**src/rtl/div_unit_param.sv**
```systemverilog
// Parametrised restoring radix-2 integer divider, one quotient bit per clock.
// Quotient is returned on lo and remainder on hi, with signed/unsigned mode per operation.
module div_unit_param #(
    parameter int WIDTH = 32,
    parameter int CNT_W = 6
) (
    input  logic             clock,
    input  logic             reset_n,
    input  logic             sinalStartDiv,
    input  logic             is_signed,
    input  logic [WIDTH-1:0] a,
    input  logic [WIDTH-1:0] b,
    output logic [WIDTH-1:0] hi,
    output logic [WIDTH-1:0] lo,
    output logic             busy,
    output logic             sinalParadaDiv,
    output logic             div_by_zero
);

    typedef enum logic [1:0] {
        IDLE = 2'd0,
        ITER = 2'd1,
        FIX  = 2'd2,
        ZERO = 2'd3
    } state_t;

    state_t             state_r;
    logic [CNT_W-1:0]   count_r;
    logic [WIDTH-1:0]   dvd_r;
    logic [WIDTH-1:0]   dvs_r;
    logic [WIDTH-1:0]   rem_r;
    logic               neg_q_r;
    logic               neg_r_r;
    logic [WIDTH-1:0]   hi_r;
    logic [WIDTH-1:0]   lo_r;
    logic               busy_r;
    logic               done_r;
    logic               dz_r;

    logic [WIDTH:0]     r_shift_s;
    logic               q_bit_s;
    logic [WIDTH-1:0]   r_diff_s;

    // Two's-complement negation when requested; MIN maps to itself as an unsigned magnitude.
    function automatic logic [WIDTH-1:0] cond_neg(input logic neg, input logic [WIDTH-1:0] v);
        logic [WIDTH-1:0] res;
        if (neg) begin
            res = ~v + WIDTH'(1);
        end else begin
            res = v;
        end
        return res;
    endfunction

    // One restoring step: the WIDTH+1 bit compare cannot overflow, and the
    // difference always fits in WIDTH bits because it is below the divisor.
    always_comb begin
        r_shift_s = {rem_r, dvd_r[WIDTH-1]};
        q_bit_s   = (r_shift_s >= {1'b0, dvs_r});
        r_diff_s  = r_shift_s[WIDTH-1:0] - dvs_r;
    end

    // Control FSM, datapath registers and registered outputs.
    always_ff @(posedge clock or negedge reset_n) begin
        if (!reset_n) begin
            state_r <= IDLE;
            count_r <= {CNT_W{1'b0}};
            dvd_r   <= {WIDTH{1'b0}};
            dvs_r   <= {WIDTH{1'b0}};
            rem_r   <= {WIDTH{1'b0}};
            neg_q_r <= 1'b0;
            neg_r_r <= 1'b0;
            hi_r    <= {WIDTH{1'b0}};
            lo_r    <= {WIDTH{1'b0}};
            busy_r  <= 1'b0;
            done_r  <= 1'b0;
            dz_r    <= 1'b0;
        end else begin
            done_r <= 1'b0;
            case (state_r)
                IDLE: begin
                    if (sinalStartDiv) begin
                        neg_q_r <= is_signed & (a[WIDTH-1] ^ b[WIDTH-1]);
                        neg_r_r <= is_signed & a[WIDTH-1];
                        dvs_r   <= cond_neg(is_signed & b[WIDTH-1], b);
                        rem_r   <= {WIDTH{1'b0}};
                        dz_r    <= 1'b0;
                        busy_r  <= 1'b1;
                        // The zero path reports the untouched dividend, so keep the raw value.
                        if (b == {WIDTH{1'b0}}) begin
                            dvd_r   <= a;
                            state_r <= ZERO;
                        end else begin
                            dvd_r   <= cond_neg(is_signed & a[WIDTH-1], a);
                            count_r <= CNT_W'(WIDTH);
                            state_r <= ITER;
                        end
                    end else begin
                        state_r <= IDLE;
                    end
                end
                ITER: begin
                    rem_r   <= q_bit_s ? r_diff_s : r_shift_s[WIDTH-1:0];
                    dvd_r   <= {dvd_r[WIDTH-2:0], q_bit_s};
                    count_r <= count_r - CNT_W'(1);
                    if (count_r == CNT_W'(1)) begin
                        state_r <= FIX;
                    end else begin
                        state_r <= ITER;
                    end
                end
                FIX: begin
                    lo_r    <= cond_neg(neg_q_r, dvd_r);
                    hi_r    <= cond_neg(neg_r_r, rem_r);
                    done_r  <= 1'b1;
                    busy_r  <= 1'b0;
                    state_r <= IDLE;
                end
                ZERO: begin
                    lo_r    <= {WIDTH{1'b1}};
                    hi_r    <= dvd_r;
                    dz_r    <= 1'b1;
                    done_r  <= 1'b1;
                    busy_r  <= 1'b0;
                    state_r <= IDLE;
                end
                default: begin
                    busy_r  <= 1'b0;
                    state_r <= IDLE;
                end
            endcase
        end
    end

    assign hi             = hi_r;
    assign lo             = lo_r;
    assign busy           = busy_r;
    assign sinalParadaDiv = done_r;
    assign div_by_zero    = dz_r;

endmodule

```
**config.mk**
```make
export PLATFORM = sky130hd
export DESIGN_NAME = div_unit_param
export DESIGN_NICKNAME = d
export VERILOG_FILES = /design/src/rtl/div_unit_param.sv
export SDC_FILE = /design/constraint.sdc
export NUM_CORES = 1
export LEC_CHECK = 0
export CAP_MARGIN = 30
export CORE_ASPECT_RATIO = 0.9
export CORE_MARGIN = 2
export CORE_UTILIZATION = 30
export DETAILED_ROUTE_END_ITERATION = 8
export DONT_BUFFER_PORTS = 1
export PLACE_DENSITY = 0.45
export SYNTH_ARGS = -nofsm -noshare
export SYNTH_HDL_FRONTEND = slang
export SYNTH_SLANG_ARGS = --single-unit
```
**constraint.sdc**
```tcl
create_clock -name clock -period 4.24 [get_ports clock]
set_clock_uncertainty 0.2 [all_clocks]
set_input_delay 1.06 -clock clock [delete_from_list [all_inputs] [get_ports clock]]
set_output_delay 1.06 -clock clock [all_outputs]
set_load 0.01 [all_outputs]
```
After elaboration in Yosys (flattened, before gate mapping):

Cells that the tools add are included.

* bits in registers: 173
* output and inout port bits: 67
* input bits: 68

* equal/unequal tests: 6
* reductions and logical operators: 12
* bitwise gates (word level): 8
* magnitude comparators: 1
* multiplexer cells: 24
* add/subtract/negate cells: 6

Operators by type and width (count)
* $mux 32: 8
* $pmux 32 s2: 4
* $add 32x1->32 const B: 4
* $not 32->32: 4
* $ge 33x32->1: 1
* $logic_not 32->1: 1
* $sub 32x32->32: 1
* $mux 6: 2
* $pmux 6 s2: 1
* $reduce_and 2->1: 4
* $reduce_bool 2->1: 4
* $eq 6x1->1 const B: 1
* $mux 2: 3
* $pmux 2 s3: 1
* $sub 6x1->6 const B: 1
* $eq 2x2->1 const B: 2
* $ne 2x2->1 const B: 2
* $pmux 1 s2: 2
* $and 1x1->1: 3
* $mux 1: 3
* $reduce_and 3->1: 1
* $eq 2x1->1 const B: 1
* $logic_not 2->1: 1
* $reduce_or 2->1: 1
* $xor 1x1->1: 1

Logic depth before layout (Yosys ltp):

Gate-level depths: netlist of run 1.

* depth after elaboration: 6
* mapped depth: 14
* depth with buffers taken out: 13

Least setup slack after synthesis of run 1:

OpenSTA, ideal clock, no wires.

* path kind: input to register
* start point: input b[12]
* end point: register dvd_r[27]
* arrival: 3.114 ns
* required time: 3.964 ns
* path buffers: 3
* stages on the path: 12
* slack: 0.850 ns
* cells stage by stage: or4_4 > buf_6 > nor3_4 > nand4_1 > or3_1 > buf_6 > nor2b_4 > buf_6 > o21ai_1 > xnor2_1 > nor2_1 > o21ai_1

* cells in the longest elaborated chain, start to end: 4

Ends and longest elaborated chain
* start, declared: RTL line 12 `input logic [WIDTH-1:0] b,`
* $logic_not 32->1: RTL line 90 `if (b == {WIDTH{1'b0}}) begin`
* $mux 32: RTL line 90
* $mux 32: RTL line 82 `if (sinalStartDiv) begin`
* $pmux 32 s2: RTL line 80 `case (state_r)`
* end signal, assigned: RTL line 68 `dvd_r <= {WIDTH{1'b0}};`
* end signal, assigned: RTL line 94 `dvd_r <= cond_neg(is_signed & a[WIDTH-1], a);`
* end signal, assigned: RTL line 104 `dvd_r <= {dvd_r[WIDTH-2:0], q_bit_s};`
* end, declared: RTL line 29 `logic [WIDTH-1:0] dvd_r;`

Every way passes these cells. The select of a mux whose other input is x is not followed.
A chain may end at the register's enable or synchronous reset.

Final worst setup path of run 1:

* start point: register rem_r[3]
* end point: register dvd_r[0]

* cells in the longest elaborated chain, start to end: 2

Ends and longest elaborated chain
* start, declared: RTL line 31 `logic [WIDTH-1:0] rem_r;`
* start signal, assigned: RTL line 70 `rem_r <= {WIDTH{1'b0}};`
* start signal, assigned: RTL line 86 `rem_r <= {WIDTH{1'b0}};`
* start signal, assigned: RTL line 103 `rem_r <= q_bit_s ? r_diff_s : r_shift_s[WIDTH-1:0];`
* $ge 33x32->1: RTL line 59 `q_bit_s = (r_shift_s >= {1'b0, dvs_r});`
* $pmux 32 s2: RTL line 80

Every way passes these cells.

==> reports/qor.csv, run 1 <==
metric;value;unit
reg2reg_depth;9;
hpwl;26.5;mm
postCtsSetupBuffers;0;
h-tree-depth;4;
drt_wl_total;35.8;mm
synth_ff_type;dfrtp_1;
drt-initial-drc-count;573;
vdd_drop_max;617;uV
synth_cells;1417;
area_growth;9.02;%
max_stage_delay;0.49;ns
hold_class;in2async;
yosysWarnings;0;
globalplace.congestion;0.849;
die_y;192;um
grt_use_total;0.178;
tightest_slew;0.979;ns
drt_first_pass_iters;5;
slew-limit-headroom;0.348;
p_sw;5.69;mW
rr_startpoint;rem_r[3];
holdBufCountCts;0;
yosys.area.top_type;dfrtp_1;
cts_sinks;173;
switching_share;0.487;
fin_area;0.0128;mm2
rsz0062_at_grt;no;
setup.worst_path.end;dvd_r[0];
syn_area;0.0118;mm2
min_period;3.53;ns
ys_types;65;
cpMostUsedCell;a21o_1;
ant_nets;0;
drive_gt1_frac;0.0844;
p_int;6.00;mW
cp-start-kind;flip-flop;
synth_edf_count;0;
cts_root_buf;clkbuf_16;
clk_pin_slew;0.07;ns
seq_power_share;0.320;
ys_seq_elements;173;
status;completed;
hold_viol_final;0;
regArea;0.00433;mm2
clk_latency;0.45;ns
rows;68;
diodes;0;
cp_data_required_time;4.41;ns
p_comb_frac;0.532;
crit_start;rem_r[3];
arrival;3.70;ns
crit_chain;ha_1 -> o2111ai_1 -> a311o_1 -> a211oi_1 -> o211ai_1 -> a21o_1 -> nand2b_1 -> a21o_1 -> o21ai_0;
post-route-util;0.333;
cts_resized;0;
post-route-period-util;0.832;
slew_viol_final;0;
pwr_density_cell;912;mW/mm2
netlist.area_leader.share;0.368;
core;0.0385;mm2
gr-total-overflow;0;
timing_worst_setup_path_type;reg2reg;
tns;0;ns
slowest_stage;dfrtp_1;
syn-num-nets;1524;
wl_per_cell;18.8;um
multi_input_area;0.00686;mm2
numPortBuffers;0;
max_cap_violations;0;
end_kind;flip-flop;
ys_seq_area_frac;0.368;
die_w;213;um
grt_max_degree;174;
final.setup.worst_slack;0.713;ns
grt_pass1_wl;55.8;mm
via_per_inst;5.13;
drc_errors;0;
cp_max_fo;11;
avgSynthCellArea;8.30;um2
finalSetupViolCount;0;
fillerInstances;4075;
die_area;0.0408;mm2
leakage;5.27;nW
ios;135;
cts_tree;done;
power_frac_clock;0.148;
fin_nets;1471;
rrSetupSlack;0.71;ns
synthTopCellsByArea;dfrtp_1 37%, o21ai_0 7.5%, xor2_1 6.6%, nand2_1 5.9%, xnor2_1 4.5%;
r2r-end;dvd_r[0];
ys_async_sr_fraction;1.00;
initial_core_util;0.305;
fmax;0.284;GHz
pre_cts_ws;0.482;ns
clock_path_buffers;2;
placed_area;0.0122;mm2
grt_pass1_vias;9332;
vias;9750;
antenna_found_initial;0;
numCtsBuffers;17;
worst min path at each step:
stage               startpoint        endpoint  slack, ns  depth (start not counted)
floorplan            dvs_r[10]       dvs_r[10]       0.25                          2
global placement      dvs_r[2]        dvs_r[2]       0.27                          2
detailed placement   dvs_r[16]       dvs_r[16]       0.27                          2
CTS                    reset_n  sinalParadaDiv       0.08                          0
global route           reset_n  sinalParadaDiv       0.08                          0
finish                 reset_n  sinalParadaDiv       0.11                          0
worst max-delay path: cells and delay by family, from the launching register on:
family                   cells  cell delay (ns)
adder cells (fa/ha/maj)      1             0.45
AO/OA/AOI/OAI                7             1.86
flip-flops                   1             0.49
AND/OR/NAND/NOR              1             0.46
power groups by stage:
stage	Clock [mW]	Combinational [mW]	Sequential, mW
2_1_floorplan	0	4.97	3.25
3_3_place_gp	0	6.19	3.76
3_5_place_dp	0	6.21	3.78
4_1_cts	1.78	6.25	3.75
5_1_grt	1.85	7.04	3.89
6_report	1.73	6.22	3.74
per-layer routing:
layer  wire length (um)  global-route usage
met5                  0                   0
met3               1790              0.0379
met1              17700               0.254
met4                309              0.0339
met2              16000               0.276
cells in the final DEF, fill, tap and decap left out, types with 13 or more instances in the layout:
cell type / synthesis / routed
nand2_1: 185 / 185
o21ai_0: 177 / 177
dfrtp_1: 173 / 171
nor2_1: 128 / 127
a21oi_1: 103 / 103
xor2_1: 88 / 88
xnor2_1: 60 / 60
inv_1: 55 / 55
ha_1: 38 / 38
mux2_2: 29 / 29
o31ai_1: 26 / 26
o21ai_1: 26 / 26
nor3_1: 22 / 22
nand3_1: 19 / 19
clkbuf_16: 0 / 17
buf_4: 0 / 17
or4_1: 14 / 14
a32oi_1: 14 / 14
or3_1: 13 / 13
through the flow:
stage / total power [mW] / hold WS [ns] / std cells
after floorplan: 8.23 / 0.250 / 1417
after global placement: 9.95 / 0.267 / 1869
after detailed placement: 9.99 / 0.271 / 1870
after CTS: 11.8 / 0.0791 / 1900
after global routing: 12.8 / 0.0759 / 1900
final: 11.7 / 0.106 / 1900
layout make-up:
| type | instances | share of cell area |
|---|---|---|
| clock buffers | 18 | 0.0335 |
| well taps | 525 | 0.0512 |
| clock inverters | 12 | 0.0145 |
| repair buffers | 18 | 0.0115 |
| flip-flops and latches | 173 | 0.338 |
| multi-input cells | 1099 | 0.535 |
| inverters | 55 | 0.0161 |
cell usage after synthesis (22+ instances only):
master	n
ha_1	38
nor2_1	128
clkbuf_1	76
xnor2_1	60
a21oi_1	103
nand2_1	185
nor3_1	22
o21ai_0	177
o31ai_1	26
inv_1	55
mux2_2	29
dfrtp_1	173
xor2_1	88
o21ai_1	26
flip-flops by register name, indices dropped and copies added, names as in the netlist:
register and cells:
lo 32, div_by_zero 1, sinalParadaDiv 1, count_r 6, dvd_r 32, busy 1, neg_q_r 1, dvs_r 32
hi 32, rem_r 32, neg_r_r 1, state_r 2
cell families after synthesis:
family	share of synthesized area
simple gates	0.181
compound gates	0.211
flops	0.368
xor+xnor	0.110
buf+inv	0.0494
mux	0.0384
fa+ha+maj	0.0421
No activity file was read; power rests on OpenSTA's default activity.
==> run 2: changes to the inputs <==
Clock period 4.24 ns to 3.65 ns, I/O delays scaled along.
==> run 2 against run 1 <==
  * The flow now finishes with violations (negative hold slack)
  * Flip-flop and latch count unchanged
  * Sequential power increased by 13%
  * Hold slack lost 0.16 ns
  * Die area unchanged
  * Sequential share of layout area down 0.29 points
  * Non-clock buffer count up 21
  * Design area increased by 0.88%
  * Critical path type unchanged
  * Highest routed layer unchanged
==> reports/qor.csv, run 2 (synthesized netlist as in run 1, its figures left out) <==
metric;value;unit
fillerInstances;4062;
die_y;192;um
wl_per_cell;19.1;um
cp_max_fo;32;
cts_root_buf;clkbuf_16;
clock_path_buffers;2;
final_common_cell;nand2_1;
die_area;0.0408;mm2
cts_tree;done;
violations;negative hold slack;
grt_pass1_wl;57.9;mm
globalplace.congestion;0.870;
drive_gt1_frac;0.0988;
min_period;3.39;ns
tightest_slew;0.995;ns
diodes;0;
grt_max_degree;174;
gr-total-overflow;0;
hold_viol_final;127;
cts_resized;0;
clk_latency;0.46;ns
core;0.0385;mm2
reg2reg_depth;9;
h-tree-depth;4;
vias;9971;
drt-initial-drc-count;784;
postCtsSetupBuffers;0;
fmax;0.295;GHz
ios;135;
tns;0;ns
numPortBuffers;0;
initial_core_util;0.305;
crit_start;rem_r[2];
r2r-end;rem_r[13];
cts_sinks;173;
cp-start-kind;flip-flop;
clk_pin_slew;0.08;ns
status;finished with violations;
end_kind;flip-flop;
hpwl;27.4;mm
drc_errors;0;
leakage;5.34;nW
numCtsBuffers;17;
drt_first_pass_iters;5;
arrival;3.51;ns
rr_startpoint;rem_r[2];
die_w;213;um
hold_class;in2async;
grt_pass1_vias;9849;
fin_nets;1492;
dp_cells;1891;
rsz0062_at_grt;no;
pwr_density_cell;1060;mW/mm2
timing_worst_setup_path_type;reg2reg;
slew-limit-headroom;0.336;
final_cell_mix;185 x nand2_1, 177 x o21ai_0, 171 x dfrtp_1;
slew_viol_final;0;
finalSetupViolCount;0;
ant_nets;0;
via_per_inst;5.19;
post-route-period-util;0.928;
grt_use_total;0.185;
area_growth;9.98;%
rows;68;
vdd_drop_max;367;uV
cp_data_required_time;3.77;ns
whs;-0.0545;ns
antenna_found_initial;0;
drt_wl_total;36.7;mm
max_cap_violations;0;
rrSetupSlack;0.26;ns
finalNonFillerCells;1922;
==> run 2: changes by cell type in the layout (fill, tap and decap cells not counted), sizes merged <==
cell and change:
bufinv -3, clkbuf +1, clkinvlp +2, clkinv -2
inv +3, buf +21
==> run 2: layout make-up <==
type / count / area [um2] / share of cell area
clock buffers: 19 / 443 / 0.0342
well taps: 525 / 657 / 0.0508
multi-input cells: 1099 / 6860 / 0.531
clock inverters: 12 / 128 / 0.00987
flip-flops and latches: 173 / 4330 / 0.335
inverters: 55 / 206 / 0.0160
repair buffers: 39 / 305 / 0.0236
==> run 2: worst max-delay path by stage <==
stage,slack [ns],end
3_3_place_gp,0.08,dvd_r[7]
6_report,0.26,rem_r[13]
3_5_place_dp,0.06,dvd_r[2]
2_1_floorplan,0.41,dvd_r[27]
5_1_grt,0.03,rem_r[13]
4_1_cts,0.26,rem_r[13]
==> run 2: power breakdown <==
| group | leakage [nW] | internal [mW] | switching, mW |
|---|---|---|---|
| clock network | 0.271 | 0.976 | 0.898 |
| logic | 2.95 | 3.09 | 4.52 |
| registers | 2.12 | 2.90 | 1.32 |
==> run 2: metal layers <==
layer,GRT usage,up-vias,wire [um]
li1,-,4912,-
met1,0.259,4827,17800
met2,0.287,195,16400
met3,0.0405,37,1820
met4,0.0519,0,701
met5,0,-,0
==> run 2: worst max-delay path, stage by stage (launching register included) <==
cell	delay, ns
dfrtp_1	0.50
ha_1	0.47
o2111ai_1	0.18
a311o_1	0.44
a211oi_1	0.41
o211ai_1	0.20
a21o_1	0.23
buf_4	0.25
a32oi_1	0.27
o21ai_0	0.11
==> run 2: per-stage QoR <==
step | hold WS, ns | instance area [um2] | setup WS [ns] | util | power (mW)
floorplan | 0.250 | 11800 | 0.407 | - | 9.56
global placement | 0.269 | 12400 | 0.0772 | 0.321 | 11.8
detailed placement | 0.274 | 12400 | 0.0633 | 0.321 | 11.9
CTS | -0.0753 | 12900 | 0.262 | 0.336 | 13.8
global route | -0.0810 | 12900 | 0.0302 | 0.336 | 15.1
finish | -0.0545 | 12900 | 0.263 | 0.336 | 13.7
==> run 3: changes to the inputs <==
Settings changed: RECOVER_POWER from default to 50.
==> run 3 against run 2 <==
  * The run still ends with negative hold slack left
  * Count of clock-buffer cells in the layout stayed put
  * Combinational power hardly changed
  * Sequential share of layout area hardly changed
  * Design area hardly changed
  * Hold slack better by 0.0014 ns
  * Sequential power hardly changed
  * Power hardly changed
  * Flip-flop and latch count stayed put
  * Global-route usage stayed put
  * Core utilization hardly changed
  * Non-clock buffer count stayed put
  * Critical path depth stayed put
  * Largest cell class unchanged
  * Highest routed layer unchanged
==> reports/qor.csv, run 3 (synthesized netlist as in run 1, its figures left out) <==
metric;value;unit
status;finished with violations;
violations;negative hold slack;
post-route-util;0.336;
leakage;5.35;nW
min_period;3.39;ns
antenna_found_initial;0;
post-route-period-util;0.928;
wl_per_cell;19.1;um
core;0.0385;mm2
critical_path_buf_inv_count;1;
slew_viol_final;0;
clk_latency;0.45;ns
grt_use_total;0.185;
cp-start-kind;flip-flop;
hold_viol_final;125;
fmax;0.295;GHz
hold_class;in2async;
postCtsSetupBuffers;0;
clock_path_buffers;2;
end_kind;flip-flop;
tns;0;ns
final_common_cell;nand2_1;
gr-total-overflow;0;
grt_pass1_wl;57.9;mm
cts_sinks;173;
drc_errors;0;
slowest_stage;dfrtp_1;
diodes;0;
rsz0062_at_grt;no;
clk_pin_slew;0.08;ns
crit_chain;ha_1 -> o2111ai_1 -> a311o_1 -> a211oi_1 -> o211ai_1 -> a21o_1 -> buf_4 -> a32oi_1 -> o21ai_0;
crit_start;rem_r[2];
cp_max_fo;32;
hpwl;27.4;mm
fin_nets;1492;
pwr_density_cell;1060;mW/mm2
vias;9947;
arrival;3.51;ns
cts_root_buf;clkbuf_16;
drt_wl_total;36.7;mm
h-tree-depth;4;
ios;135;
cts_tree;done;
finalSetupViolCount;0;
ant_nets;0;
cts_resized;0;
tightest_slew;1.26;ns
rr_startpoint;rem_r[2];
max_stage_delay;0.50;ns
die_y;192;um
die_area;0.0408;mm2
grt_pass1_vias;9849;
initial_core_util;0.305;
drive_gt1_frac;0.0981;
final_cell_mix;185 x nand2_1, 177 x o21ai_0, 172 x dfrtp_1;
numCtsBuffers;17;
rows;68;
slew-limit-headroom;0.162;
via_per_inst;5.18;
drt_first_pass_iters;5;
vdd_drop_max;367;uV
cp_data_required_time;3.77;ns
area_growth;9.95;%
timing_worst_setup_path_type;reg2reg;
globalplace.congestion;0.870;
whs;-0.0531;ns
cp_top_family;compound AO/OA/AOI/OAI gates;
rrSetupSlack;0.26;ns
die_w;213;um
max_cap_violations;0;
numPortBuffers;0;
grt_max_degree;174;
drt-initial-drc-count;776;
[run 3: cell count changes in the layout (fill, tap and decap cells not counted), sizes merged]
cell,change
clkbuf,+1
buf,-1
[run 3: through the flow]
| step | hold slack, ns | total power, mW | cells | worst slack (ns) | instance area [um2] |
|---|---|---|---|---|---|
| 2_1_floorplan | 0.250 | 9.56 | 1417 | 0.407 | 11800 |
| 3_3_place_gp | 0.269 | 11.8 | 1891 | 0.0772 | 12400 |
| 3_5_place_dp | 0.274 | 11.9 | 1891 | 0.0633 | 12400 |
| 4_1_cts | -0.0753 | 13.8 | 1922 | 0.262 | 12900 |
| 5_1_grt | -0.0810 | 15.1 | 1922 | 0.0302 | 12900 |
| 6_report | -0.0531 | 13.7 | 1922 | 0.263 | 12900 |
[run 3: cell type report]
| class | count | area [um2] |
|---|---|---|
| tap | 525 | 657 |
| sequential | 173 | 4330 |
| inverter | 55 | 206 |
| clock buffer | 19 | 443 |
| multi-input combinational | 1099 | 6860 |
| fill | 4064 | 25600 |
| timing repair buffer | 39 | 303 |
| clock inverter | 12 | 128 |
[run 3: worst reg2reg max path, delay by kind of cell, from the launching register on]
kind | cells | cell delay, ns
AOI/OAI and AO/OA | 7 | 1.84
adders and majority gates | 1 | 0.47
DFF | 1 | 0.50
buffers and inverters | 1 | 0.25
[run 3: path summary, 6_finish.rpt]
path,end,cells after the start
setup / recovery,rem_r[13],9
max in group asynchronous,dvd_r[23],0
hold / removal,lo[3],0
min in group clock,dvs_r[8],2
hold reg to reg,dvs_r[8],2
setup reg to reg,rem_r[13],9
[run 3: power breakdown]
group	total, mW	internal [mW]	switching [mW]	leakage, nW
combinational	7.61	3.09	4.52	2.95
sequential	4.22	2.90	1.32	2.12
clock	1.87	0.976	0.896	0.271
[run 3: layer usage]
layer,GRT usage,vias up,part of all wire
li1,-,4912,-
met2,0.287,186,0.45
met5,0,-,0
met4,0.0519,0,0.019
met1,0.259,4815,0.49
met3,0.0405,34,0.049
